$ cat config.mk
export PLATFORM = sky130hd
export DESIGN_NAME = uart_rx_ctrl_flat
export DESIGN_NICKNAME = d
export VERILOG_FILES = /design/src/rtl/uart_pkg.sv /design/src/rtl/uart_rx_ctrl_if.sv /design/src/rtl/uart_rx_fifo.sv /design/src/rtl/uart_rx_ctrl.sv /design/src/flat_wrapper.sv
export SDC_FILE = /design/constraint.sdc
export NUM_CORES = 1
export LEC_CHECK = 0
export BUFFER_PORTS_ARGS = -buffer_cell sky130_fd_sc_hd__buf_2
export CORE_ASPECT_RATIO = 0.8
export CORE_UTILIZATION = 45
export CTS_BUF_LIST = sky130_fd_sc_hd__clkbuf_4 sky130_fd_sc_hd__clkbuf_8
export CTS_CLUSTER_DIAMETER = 50
export CTS_CLUSTER_SIZE = 40
export DETAILED_ROUTE_END_ITERATION = 7
export HOLD_SLACK_MARGIN = 0.05
export SLEW_MARGIN = 20
export SYNTH_ARGS = -nofsm -noshare
export SYNTH_HDL_FRONTEND = slang
export SYNTH_SLANG_ARGS = --single-unit
$ cat constraint.sdc
create_clock -name clk -period 2.5 [get_ports clk]
set_input_delay 0.5 -clock clk [delete_from_list [all_inputs] [get_ports clk]]
set_output_delay 0.5 -clock clk [all_outputs]
set_load 0.03 [all_outputs]
$ cat src/rtl/uart_pkg.sv
// Shared types and constants for the UART receive controller.
// Pure declarations: no logic, no latency, no flow control.
package uart_pkg;

    typedef enum logic [1:0] {
        DISABLED = 2'd0,
        ARM      = 2'd1,
        ACTIVE   = 2'd2,
        STOPPING = 2'd3
    } state_t;

    localparam int          ARM_CYCLES    = 2;
    localparam logic [7:0]  FRAME_ERR_MAX = 8'hFF;

endpackage

$ cat src/rtl/uart_rx_ctrl_if.sv
// Receiver-side and CPU-read-side signals; master = controller, slave = peers.
// Read data returns one cycle after an accepted rd_req; no backpressure beyond rd_valid.
interface uart_rx_ctrl_if;

    logic       rx_en;
    logic [7:0] rx_data;
    logic       rx_done;
    logic       rx_busy;
    logic       rx_err;
    logic       rd_req;
    logic [7:0] rd_data;
    logic       rd_valid;

    modport master (
        output rx_en,
        input  rx_data,
        input  rx_done,
        input  rx_busy,
        input  rx_err,
        input  rd_req,
        output rd_data,
        output rd_valid
    );

    modport slave (
        input  rx_en,
        output rx_data,
        output rx_done,
        output rx_busy,
        output rx_err,
        output rd_req,
        input  rd_data,
        input  rd_valid
    );

endinterface

$ cat src/rtl/uart_rx_fifo.sv
// Byte FIFO with flush; push visible in count next cycle, pop data registered (1 cycle).
// Full: push dropped (drop=1) unless a same-cycle pop frees the slot; flush discards push/pop.
module uart_rx_fifo #(
    parameter int DEPTH = 8,
    parameter int AW    = 3
) (
    input  logic          clk,
    input  logic          rst,
    input  logic          push,
    input  logic [7:0]    din,
    input  logic          pop,
    input  logic          flush,
    output logic [7:0]    dout,
    output logic          dout_vld,
    output logic [AW:0]   count,
    output logic          full,
    output logic          empty,
    output logic          push_ok,
    output logic          pop_ok,
    output logic          drop
);

    localparam int CW = AW + 1;

    logic [7:0]    mem [DEPTH];
    logic [AW-1:0] wr_ptr;
    logic [AW-1:0] rd_ptr;

    assign empty   = (count == '0);
    assign full    = (count == CW'(DEPTH));
    assign pop_ok  = pop && !empty && !flush;
    assign push_ok = push && !flush && (!full || pop_ok);
    assign drop    = push && !flush && full && !pop_ok;

    always_ff @(posedge clk) begin
        if (push_ok) begin
            mem[wr_ptr] <= din;
        end
    end

    always_ff @(posedge clk or posedge rst) begin
        if (rst) begin
            wr_ptr   <= '0;
            rd_ptr   <= '0;
            count    <= '0;
            dout     <= '0;
            dout_vld <= 1'b0;
        end else if (flush) begin
            wr_ptr   <= '0;
            rd_ptr   <= '0;
            count    <= '0;
            dout_vld <= 1'b0;
        end else begin
            if (push_ok) begin
                wr_ptr <= wr_ptr + AW'(1);
            end
            if (pop_ok) begin
                dout   <= mem[rd_ptr];
                rd_ptr <= rd_ptr + AW'(1);
            end
            dout_vld <= pop_ok;
            case ({push_ok, pop_ok})
                2'b10:   count <= count + CW'(1);
                2'b01:   count <= count - CW'(1);
                default: count <= count;
            endcase
        end
    end

endmodule

$ cat src/rtl/uart_rx_ctrl.sv
// UART receive controller: enable sequencing, byte FIFO, overrun/frame-error tracking, irq (1-cycle registered).
// Optional idle-timeout interrupt under UART_RX_TIMEOUT_EN; full FIFO drops bytes and sets sticky overrun.
module uart_rx_ctrl
    import uart_pkg::*;
#(
    parameter int DEPTH    = 8,
    parameter int AW       = 3,
    parameter int STOP_TMO = 255
) (
    input  logic          clk,
    input  logic          rst,
    input  logic          cfg_enable,
    input  logic          cfg_flush,
    input  logic          cfg_clr,
    input  logic [AW:0]   cfg_level,
`ifdef UART_RX_TIMEOUT_EN
    input  logic [15:0]   cfg_tmo,
    output logic          timeout_irq,
`endif
    uart_rx_ctrl_if.master bus,
    output logic [AW:0]   fifo_count,
    output logic          fifo_empty,
    output logic          fifo_full,
    output logic          overrun,
    output logic [7:0]    frame_err_cnt,
    output logic          irq
);

    localparam int TW = (STOP_TMO < 1) ? 1 : $clog2(STOP_TMO + 1);
    localparam logic [TW-1:0] TMO_MAX = TW'(STOP_TMO);

    state_t        state;
    state_t        state_nx;
    logic [1:0]    arm_cnt;
    logic [TW-1:0] stop_tmr;
    logic          rx_en_c;
    logic          cap_en;
    logic          err_q;
    logic          push_ok;
    logic          pop_ok;
    logic          drop;
    logic          tmo_term;

    always_ff @(posedge clk or posedge rst) begin
        if (rst) begin
            state    <= DISABLED;
            arm_cnt  <= '0;
            stop_tmr <= '0;
        end else begin
            state    <= state_nx;
            arm_cnt  <= (state == ARM) ? arm_cnt + 2'd1 : 2'd0;
            stop_tmr <= (state == STOPPING) ? stop_tmr + TW'(1) : '0;
        end
    end

    always_comb begin
        state_nx = state;
        rx_en_c  = 1'b1;
        cap_en   = 1'b0;
        case (state)
            DISABLED: begin
                rx_en_c = 1'b0;
                if (cfg_enable) state_nx = ARM;
            end
            ARM: begin
                if (!cfg_enable)
                    state_nx = DISABLED;
                else if (arm_cnt == 2'(ARM_CYCLES - 1))
                    state_nx = ACTIVE;
            end
            ACTIVE: begin
                cap_en = 1'b1;
                if (!cfg_enable) state_nx = STOPPING;
            end
            STOPPING: begin
                // Re-enable wins over exit so a quick toggle never drops the receiver.
                cap_en = 1'b1;
                if (cfg_enable)
                    state_nx = ACTIVE;
                else if (!bus.rx_busy || stop_tmr == TMO_MAX)
                    state_nx = DISABLED;
            end
            default: begin
                state_nx = DISABLED;
                rx_en_c  = 1'b0;
            end
        endcase
    end

    assign bus.rx_en = rx_en_c;

    uart_rx_fifo #(
        .DEPTH (DEPTH),
        .AW    (AW)
    ) u_fifo (
        .clk      (clk),
        .rst      (rst),
        .push     (bus.rx_done && cap_en),
        .din      (bus.rx_data),
        .pop      (bus.rd_req),
        .flush    (cfg_flush),
        .dout     (bus.rd_data),
        .dout_vld (bus.rd_valid),
        .count    (fifo_count),
        .full     (fifo_full),
        .empty    (fifo_empty),
        .push_ok  (push_ok),
        .pop_ok   (pop_ok),
        .drop     (drop)
    );

    always_ff @(posedge clk or posedge rst) begin
        if (rst) begin
            err_q         <= 1'b0;
            overrun       <= 1'b0;
            frame_err_cnt <= '0;
        end else begin
            err_q <= bus.rx_err;
            if (cfg_clr) begin
                overrun       <= 1'b0;
                frame_err_cnt <= '0;
            end else begin
                if (drop)
                    overrun <= 1'b1;
                if (bus.rx_err && !err_q && frame_err_cnt != FRAME_ERR_MAX)
                    frame_err_cnt <= frame_err_cnt + 8'd1;
            end
        end
    end

`ifdef UART_RX_TIMEOUT_EN
    logic [15:0] idle_cnt;

    always_ff @(posedge clk or posedge rst) begin
        if (rst) begin
            idle_cnt    <= '0;
            timeout_irq <= 1'b0;
        end else begin
            if (push_ok || pop_ok || cfg_flush)
                idle_cnt <= '0;
            else if (!fifo_empty && !bus.rx_busy && idle_cnt != 16'hFFFF)
                idle_cnt <= idle_cnt + 16'd1;

            if (pop_ok || cfg_flush)
                timeout_irq <= 1'b0;
            else if (cfg_tmo != 16'd0 && idle_cnt == cfg_tmo)
                timeout_irq <= 1'b1;
        end
    end

    assign tmo_term = timeout_irq;
`else
    logic unused_ok;
    assign unused_ok = push_ok;
    assign tmo_term  = 1'b0;
`endif

    always_ff @(posedge clk or posedge rst) begin
        if (rst)
            irq <= 1'b0;
        else
            irq <= overrun || (cfg_level != '0 && fifo_count >= cfg_level) || tmo_term;
    end

endmodule

$ cat src/flat_wrapper.sv
// flat-port wrapper written by rule: the top's interface ports become plain ports
module uart_rx_ctrl_flat import uart_pkg::*;
#(
    parameter int DEPTH    = 8,
    parameter int AW       = 3,
    parameter int STOP_TMO = 255
)
  (clk, rst, cfg_enable, cfg_flush, cfg_clr, cfg_level, fifo_count, fifo_empty, fifo_full, overrun, frame_err_cnt, irq, bus_rx_en, bus_rx_data, bus_rx_done, bus_rx_busy, bus_rx_err, bus_rd_req, bus_rd_data, bus_rd_valid);
  uart_rx_ctrl_if bus_i ();
  input  logic clk;
  input  logic rst;
  input  logic cfg_enable;
  input  logic cfg_flush;
  input  logic cfg_clr;
  input  logic [AW:0] cfg_level;
  output logic [AW:0] fifo_count;
  output logic fifo_empty;
  output logic fifo_full;
  output logic overrun;
  output logic [7:0] frame_err_cnt;
  output logic irq;
  output wire logic [$bits(bus_i.rx_en)-1:0] bus_rx_en;
  input wire logic [$bits(bus_i.rx_data)-1:0] bus_rx_data;
  input wire logic [$bits(bus_i.rx_done)-1:0] bus_rx_done;
  input wire logic [$bits(bus_i.rx_busy)-1:0] bus_rx_busy;
  input wire logic [$bits(bus_i.rx_err)-1:0] bus_rx_err;
  input wire logic [$bits(bus_i.rd_req)-1:0] bus_rd_req;
  output wire logic [$bits(bus_i.rd_data)-1:0] bus_rd_data;
  output wire logic [$bits(bus_i.rd_valid)-1:0] bus_rd_valid;
  assign bus_rx_en = bus_i.rx_en;
  assign bus_i.rx_data = bus_rx_data;
  assign bus_i.rx_done = bus_rx_done;
  assign bus_i.rx_busy = bus_rx_busy;
  assign bus_i.rx_err = bus_rx_err;
  assign bus_i.rd_req = bus_rd_req;
  assign bus_rd_data = bus_i.rd_data;
  assign bus_rd_valid = bus_i.rd_valid;
  uart_rx_ctrl #(.DEPTH(DEPTH), .AW(AW), .STOP_TMO(STOP_TMO)) u_core (.clk(clk), .rst(rst), .cfg_enable(cfg_enable), .cfg_flush(cfg_flush), .cfg_clr(cfg_clr), .cfg_level(cfg_level), .bus(bus_i), .fifo_count(fifo_count), .fifo_empty(fifo_empty), .fifo_full(fifo_full), .overrun(overrun), .frame_err_cnt(frame_err_cnt), .irq(irq));
endmodule
# --- Yosys cells after proc, flatten, opt, wreduce, memory -nomap -nowiden ---
# Memories as Yosys holds them, arrays and structs flattened. A register that Yosys moved wholly into a read port is not among the register bits.
# Index checks and enable logic that the tools add are counted.
classes:
  n_addsub: 7
  magnitude_cmp: 1
  n_eq_ne: 13
  n_mux: 24
  n_bitwise: 1
  reduce_logical: 30
ops:
  columns: ["operator", "n"]
  rows:
  - ["$mux 8", 3]
  - ["$add 8x1->8 const B", 2]
  - ["$mux 2", 7]
  - ["$mux 3", 4]
  - ["$logic_and 1x1->1", 10]
  - ["$eq 8x8->1 const B", 1]
  - ["$ne 8x8->1 const B", 1]
  - ["$pmux 2 s4", 1]
  - ["$pmux 4 s2", 1]
  - ["$reduce_bool 2->1", 4]
  - ["$mux 1", 7]
  - ["$add 3x1->3 const B", 2]
  - ["$eq 2x1->1 const B", 3]
  - ["$eq 2x2->1 const B", 3]
  - ["$logic_not 1->1", 6]
  - ["$ne 3x3->1 const B", 2]
  - ["$add 4x1->4 const B", 1]
  - ["$eq 4x4->1 const B", 1]
  - ["$ge 4x4->1", 1]
  - ["$logic_not 4->1", 1]
  - ["$mux 4", 1]
  - ["$ne 2x2->1 const B", 2]
  - ["$reduce_and 4->1", 1]
  - ["$reduce_bool 4->1", 1]
  - ["other kinds (8)", 10]
totals:
  ff_bits: 34
  mem_bits_rw: 64
  input_bits: 21
  out_inout_bits: 26
  mem_count: 1
memory_table:
  columns: ["name", "words", "word_bits", "rd", "rd_clocked_by_memory_dff", "write_ports", "line", "rtl"]
  rows:
  - ["u_core.u_fifo.mem", 8, 8, 1, 1, 1, "uart_rx_fifo.sv:25", "logic [7:0] mem [DEPTH];"]

# --- Logic depth before layout (Yosys ltp) ---
logic_depth:
  ltp_word: 9
  ltp_mapped: 10
  ltp_nobuf: 9

# --- Cells and area by module ---
# From an unflattened synthesis, not the netlist that was laid out.
hier_totals:
  cells_unflattened: 322
  area_unflattened_um2: 4662.0
by_module_without_submodules:
  columns: ["module", "n_inst", "cells_each", "area_per_inst_um2", "seq_area_each_um2"]
  rows:
  - ["uart_rx_fifo", 1, 206, 3470.8, 2397.3]
  - ["uart_rx_ctrl", 1, 116, 1191.1, 575.6]

# --- Worst setup path before layout ---
# No wires, ideal clock.
synth_timing:
  path_kind: "register to register"
  from: "register u_core.u_fifo.count[0]"
  to: "register u_core.u_fifo.count[3]"
  setup_time_ps: 78
  t_arrival_ps: 2779
  required_time_ps: 2422
  slack_ps: -357
  stages_incl_launch_ff: 10
  n_path_buf: 0
  synth_period_minus_slack_ps: 2857
  cell_sequence: "dfrtp_1 > or3_4 > nor2_1 > nor3_1 > ha_1 > a21o_2 > a21oi_1 > nand4_1 > a21o_1 > a21oi_1"
synth_via:
  elab_chain_cells: 9
synth_lines:
  columns: ["item", "line", "rtl"]
  rows:
  - ["start, declared", "uart_rx_fifo.sv:15", "output logic [AW:0] count,"]
  - ["start signal, assigned", "uart_rx_fifo.sv:63", "2'b10: count <= count + CW'(1);"]
  - ["start signal, assigned", "uart_rx_fifo.sv:64", "2'b01: count <= count - CW'(1);"]
  - ["start signal, assigned", "uart_rx_fifo.sv:65", "default: count <= count;"]
  - ["$logic_not 4->1 (*)", "uart_rx_fifo.sv:29", "assign empty = (count == '0);"]
  - ["via fifo_empty", "flat_wrapper.sv:17", "output logic fifo_empty;"]
  - ["$logic_not 1->1 (*)", "uart_rx_fifo.sv:31", "assign pop_ok = pop && !empty && !flush;"]
  - ["$logic_and 1x1->1 (*) (2 in a row)", "uart_rx_fifo.sv:31", null]
  - ["$logic_or 1x1->1", "uart_rx_fifo.sv:32", "assign push_ok = push && !flush && (!full || pop_ok);"]
  - ["$logic_and 1x1->1", "uart_rx_fifo.sv:32", null]
  - ["$eq 2x1->1 or $eq 2x2->1 (tied branches)", "uart_rx_fifo.sv:62", "case ({push_ok, pop_ok})"]
  - ["$pmux 4 s2", "uart_rx_fifo.sv:62", null]
  - ["$mux 4", "uart_rx_fifo.sv:48", "end else if (flush) begin"]
# The timed path passes the listed nets; every way through them passes the cells marked *.
# A chain may end at the register's enable or synchronous reset.

# --- Final worst setup path ---
layout_timing:
  from: "register u_core.u_fifo.count[0]"
  to: "register u_core.u_fifo.count[3]"
layout_via:
  elab_chain_cells: 9
layout_lines:
  columns: ["item", "line"]
  rows:
  - ["$logic_not 4->1", "uart_rx_fifo.sv:29"]
  - ["$logic_not 1->1", "uart_rx_fifo.sv:31"]
  - ["$logic_and 1x1->1 (2 in a row)", "uart_rx_fifo.sv:31"]
  - ["$logic_or 1x1->1", "uart_rx_fifo.sv:32"]
  - ["$logic_and 1x1->1", "uart_rx_fifo.sv:32"]
  - ["$eq 2x1->1 or $eq 2x2->1 (tied branches)", "uart_rx_fifo.sv:62"]
  - ["$pmux 4 s2", "uart_rx_fifo.sv:62"]
  - ["$mux 4", "uart_rx_fifo.sv:48"]
# Parallel ways exist; a longest one is shown, timed or not.

==> results.toml <==
[synthesis]
yosysWarnings = 0
synth_nets = 341
synth_area_leader_cell = "edfxtp_1"
synth_area_leaders = "edfxtp_1, dfrtp_1, mux4_2"
netlist_area_sq_um = 4590
ys.flop_type = "edfxtp_1"
synth_top_area_share_pct = 41.9
synthDistinctLibCells = 48
yosysSeqAreaShare_pct = 64.8
synth_edf_count = 64
post_synth.cell_area_avg_sq_um = 14.9
syn_inst = 308
async_flop_share_pct = 39.6
synth.ff_latch_count = 106

[pwr]
irDropWorstVdd_v = 0.000377
power.density_nw_per_um2 = 893
p_leak_nw = 2.12
p_total_mw = 4.73

[critical_path]
crit_chain = "or3_4 > nor2_4 > nor3_2 > ha_1 > a21o_2 > a21oi_2 > nand4_1 > a21o_1 > a21oi_1"
cp.arrival_ns = 2.58
cp_max_fo = 8
startpoint_type = "flop"
cp.required_ns = 2.78
max_stage_delay_ns = 0.47
end_kind = "flop"
path_class = "reg2reg"
critPathSlowestCell = "dfrtp_2"

[floorplanning]
pin_count = 47
die_y_um = 92.3
rows = 32
die_w_um = 115
die_area_sq_um = 10600
initial_core_util_pct = 47.0
core_sq_um = 9770

[final_layout]
nets = 405
syn_to_final_growth_pct = 15.4
n_fill_cell = 843
drive_gt1_share_pct = 32.9
antennaDiodeCount = 0

[timing]
fmax_mhz = 436
finalHoldViolCount = 0
tightest_slew_ns = 0.597
setup_slack_ns = 0.205
setup_viol = 0
fin_crit_sh_pct = 91.8
timing.hold.ws_ns = 0.256
final-max-slew-violation-count = 0
finalClockSkew_ns = 0.00794
rsz0062_at_grt = "false"
finalSetupTns_ns = 0
fin_crit_ns = 2.29
slew_headroom_pct = 60.2

[cts]
cts_tree = "yes"
clock-sinks = 106
clockBufferDepth = 2
cts_root_buf = "clkbuf_8"
clk_latency_ns = 0.36
post-cts-setup-buffers = 0
htree_levels = 3
cts_made_buffers = 9
clk_pin_slew_ns = 0.10

[run_status]
status = "finished, final reports clean"

[drt]
post-route-drc-count = 0
drtIter0Drc = 113
vias_per_cell = 4.99
vias = 2561
routed_wl_mm = 8.04
wl_per_cell_um = 15.7
drt_pass1_iterations = 4
final_antenna_net_count = 0

[place]
place_hpwl_mm = 5.59
gp_congestion = 0.735
place_ws_ns = 0.0790
port_buffers = 46

[global_routing]
antenna_found_initial = 0
grt_pass1_wl_mm = 13.1
grt_max_degree = 34
grt_usage_pct = 16.8
overflow = 0
grt_pass1_vias = 2459

[job]
max_cap_viol_count = 0

[hold_path]
min_path_type = "in2reg"
[cell usage in the layout, fill, tap and decap left out, types with 2 or more instances in the layout]
master      n
clkinv_1    4
inv_1       7
xor2_1     11
clkbuf_8    9
a21o_1      3
edfxtp_1   64
nor2_1     37
buf_2      46
ha_1       11
nand2b_1    7
nand3_1     7
nand2_2     8
nor3_1      3
dfrtp_1    40
mux4_2     16
mux2_1      3
inv_2       2
a31oi_1     2
nand2_1    15
o21ai_2     8
buf_4      16
bufinv_16   2
dfrtp_2     2
nand4_1     2
mux2i_1    11
and3_1      4
a21oi_1     4
xnor2_1     6
a21oi_2     2
[layer usage]
metal  GRT usage [%]  vias to the layer above  part of all wire (%)
met4            4.55                        0                  0.68
met3            4.52                        6                   3.0
met5               0                        -                     0
met2            23.9                       36                    44
li1                -                     1255                     -
met1            25.2                     1264                    52
[Yosys cell counts, types with 4 or more instances]
cell and instances:
mux2i_1 11, nor2_1 38, mux4_2 16, a21oi_1 5, xor2_1 11, inv_1 8
xnor2_1 6, and3_1 4, edfxtp_1 64, nand2b_1 7, ha_1 11, nand3_1 7
nor3_1 4, dfrtp_1 42, nand2_1 15, o21ai_2 8, nand2_2 8
[sequential cells by signal, summed over array words and instances (netlist names), named ones only]
| signal | flops |
|---|---|
| u_core.u_fifo.mem | 64 |
| u_core.frame_err_cnt | 8 |
| u_core.stop_tmr | 8 |
| u_core.u_fifo.dout | 8 |
| u_core.u_fifo.count | 4 |
| u_core.u_fifo.rd_ptr | 3 |
| u_core.u_fifo.wr_ptr | 3 |
| u_core.arm_cnt | 2 |
| u_core.err_q | 1 |
| u_core.irq | 1 |
| u_core.overrun | 1 |
| u_core.state | 1 |
| u_core.u_fifo.dout_vld | 1 |
[metrics by stage]
step,area (sq um),std cells,utilization (%)
finish,5290,513,54.2
global route,5290,513,54.2
CTS,5280,513,54.1
detailed placement,5070,496,51.9
global placement,5070,496,51.9
floorplan,4600,308,-
[repair_timing]
| action | CTS | global route |
|---|---|---|
| setup endpoints to repair | 0 | 1 |
| hold buffers | 1 | 0 |
| resized for setup | 0 | 2 |
| endpoints found under the hold margin | 9 | 0 |
[final timing paths]
path	start	endpoint	slack, ns	depth (start not counted)
min in group asynchronous	rst	u_core.irq	0.60	3
min reg2reg	u_core.arm_cnt[0]	u_core.arm_cnt[0]	0.44	1
min	bus_rx_err	u_core.err_q	0.26	1
max	u_core.u_fifo.count[0]	u_core.u_fifo.count[3]	0.21	9
max reg2reg	u_core.u_fifo.count[0]	u_core.u_fifo.count[3]	0.21	9
max in group asynchronous	rst	u_core.frame_err_cnt[7]	1.20	4
[kinds of logic (layout without fill, tap and decap cells)]
family	count (synthesis)	count (layout)	share of synthesized area, %
DFF	106	106	64.8
and+or+nand+nor	95	95	10.3
muxes	30	30	11.0
AOI/OAI and AO/OA	27	27	4.83
buffers and inverters	21	90	2.40
xor gates and xnor gates	17	17	3.25
adders and majority gates	12	12	3.44
[cell type report]
class	instances	area [sq um]	share of cell area, %
Clock buffer	9	124	2.34
Tap cell	136	170	3.22
Multi-Input combinational cell	181	1520	28.7
Timing Repair Buffer	64	380	7.19
Clock inverter	7	83.8	1.58
Sequential cell	106	2980	56.2
Inverter	10	37.5	0.709
[report_power, final]
group / leakage (nW) / total, mW / internal [mW] / switching, mW
Clock: 0.102 / 1.10 / 0.552 / 0.545
Sequential: 1.13 / 2.18 / 2.02 / 0.165
Combinational: 0.882 / 1.45 / 0.630 / 0.815
Total: 2.12 / 4.73 / 3.20 / 1.53
[worst max-delay path, delay by kind of cell (launching register included)]
kind            cells  cell delay [ns]
simple gates        4             0.76
compound gates      4             0.73
flops               1             0.47
fa+ha+maj           1             0.27
Note: power is estimated with default switching activity, not from simulation.
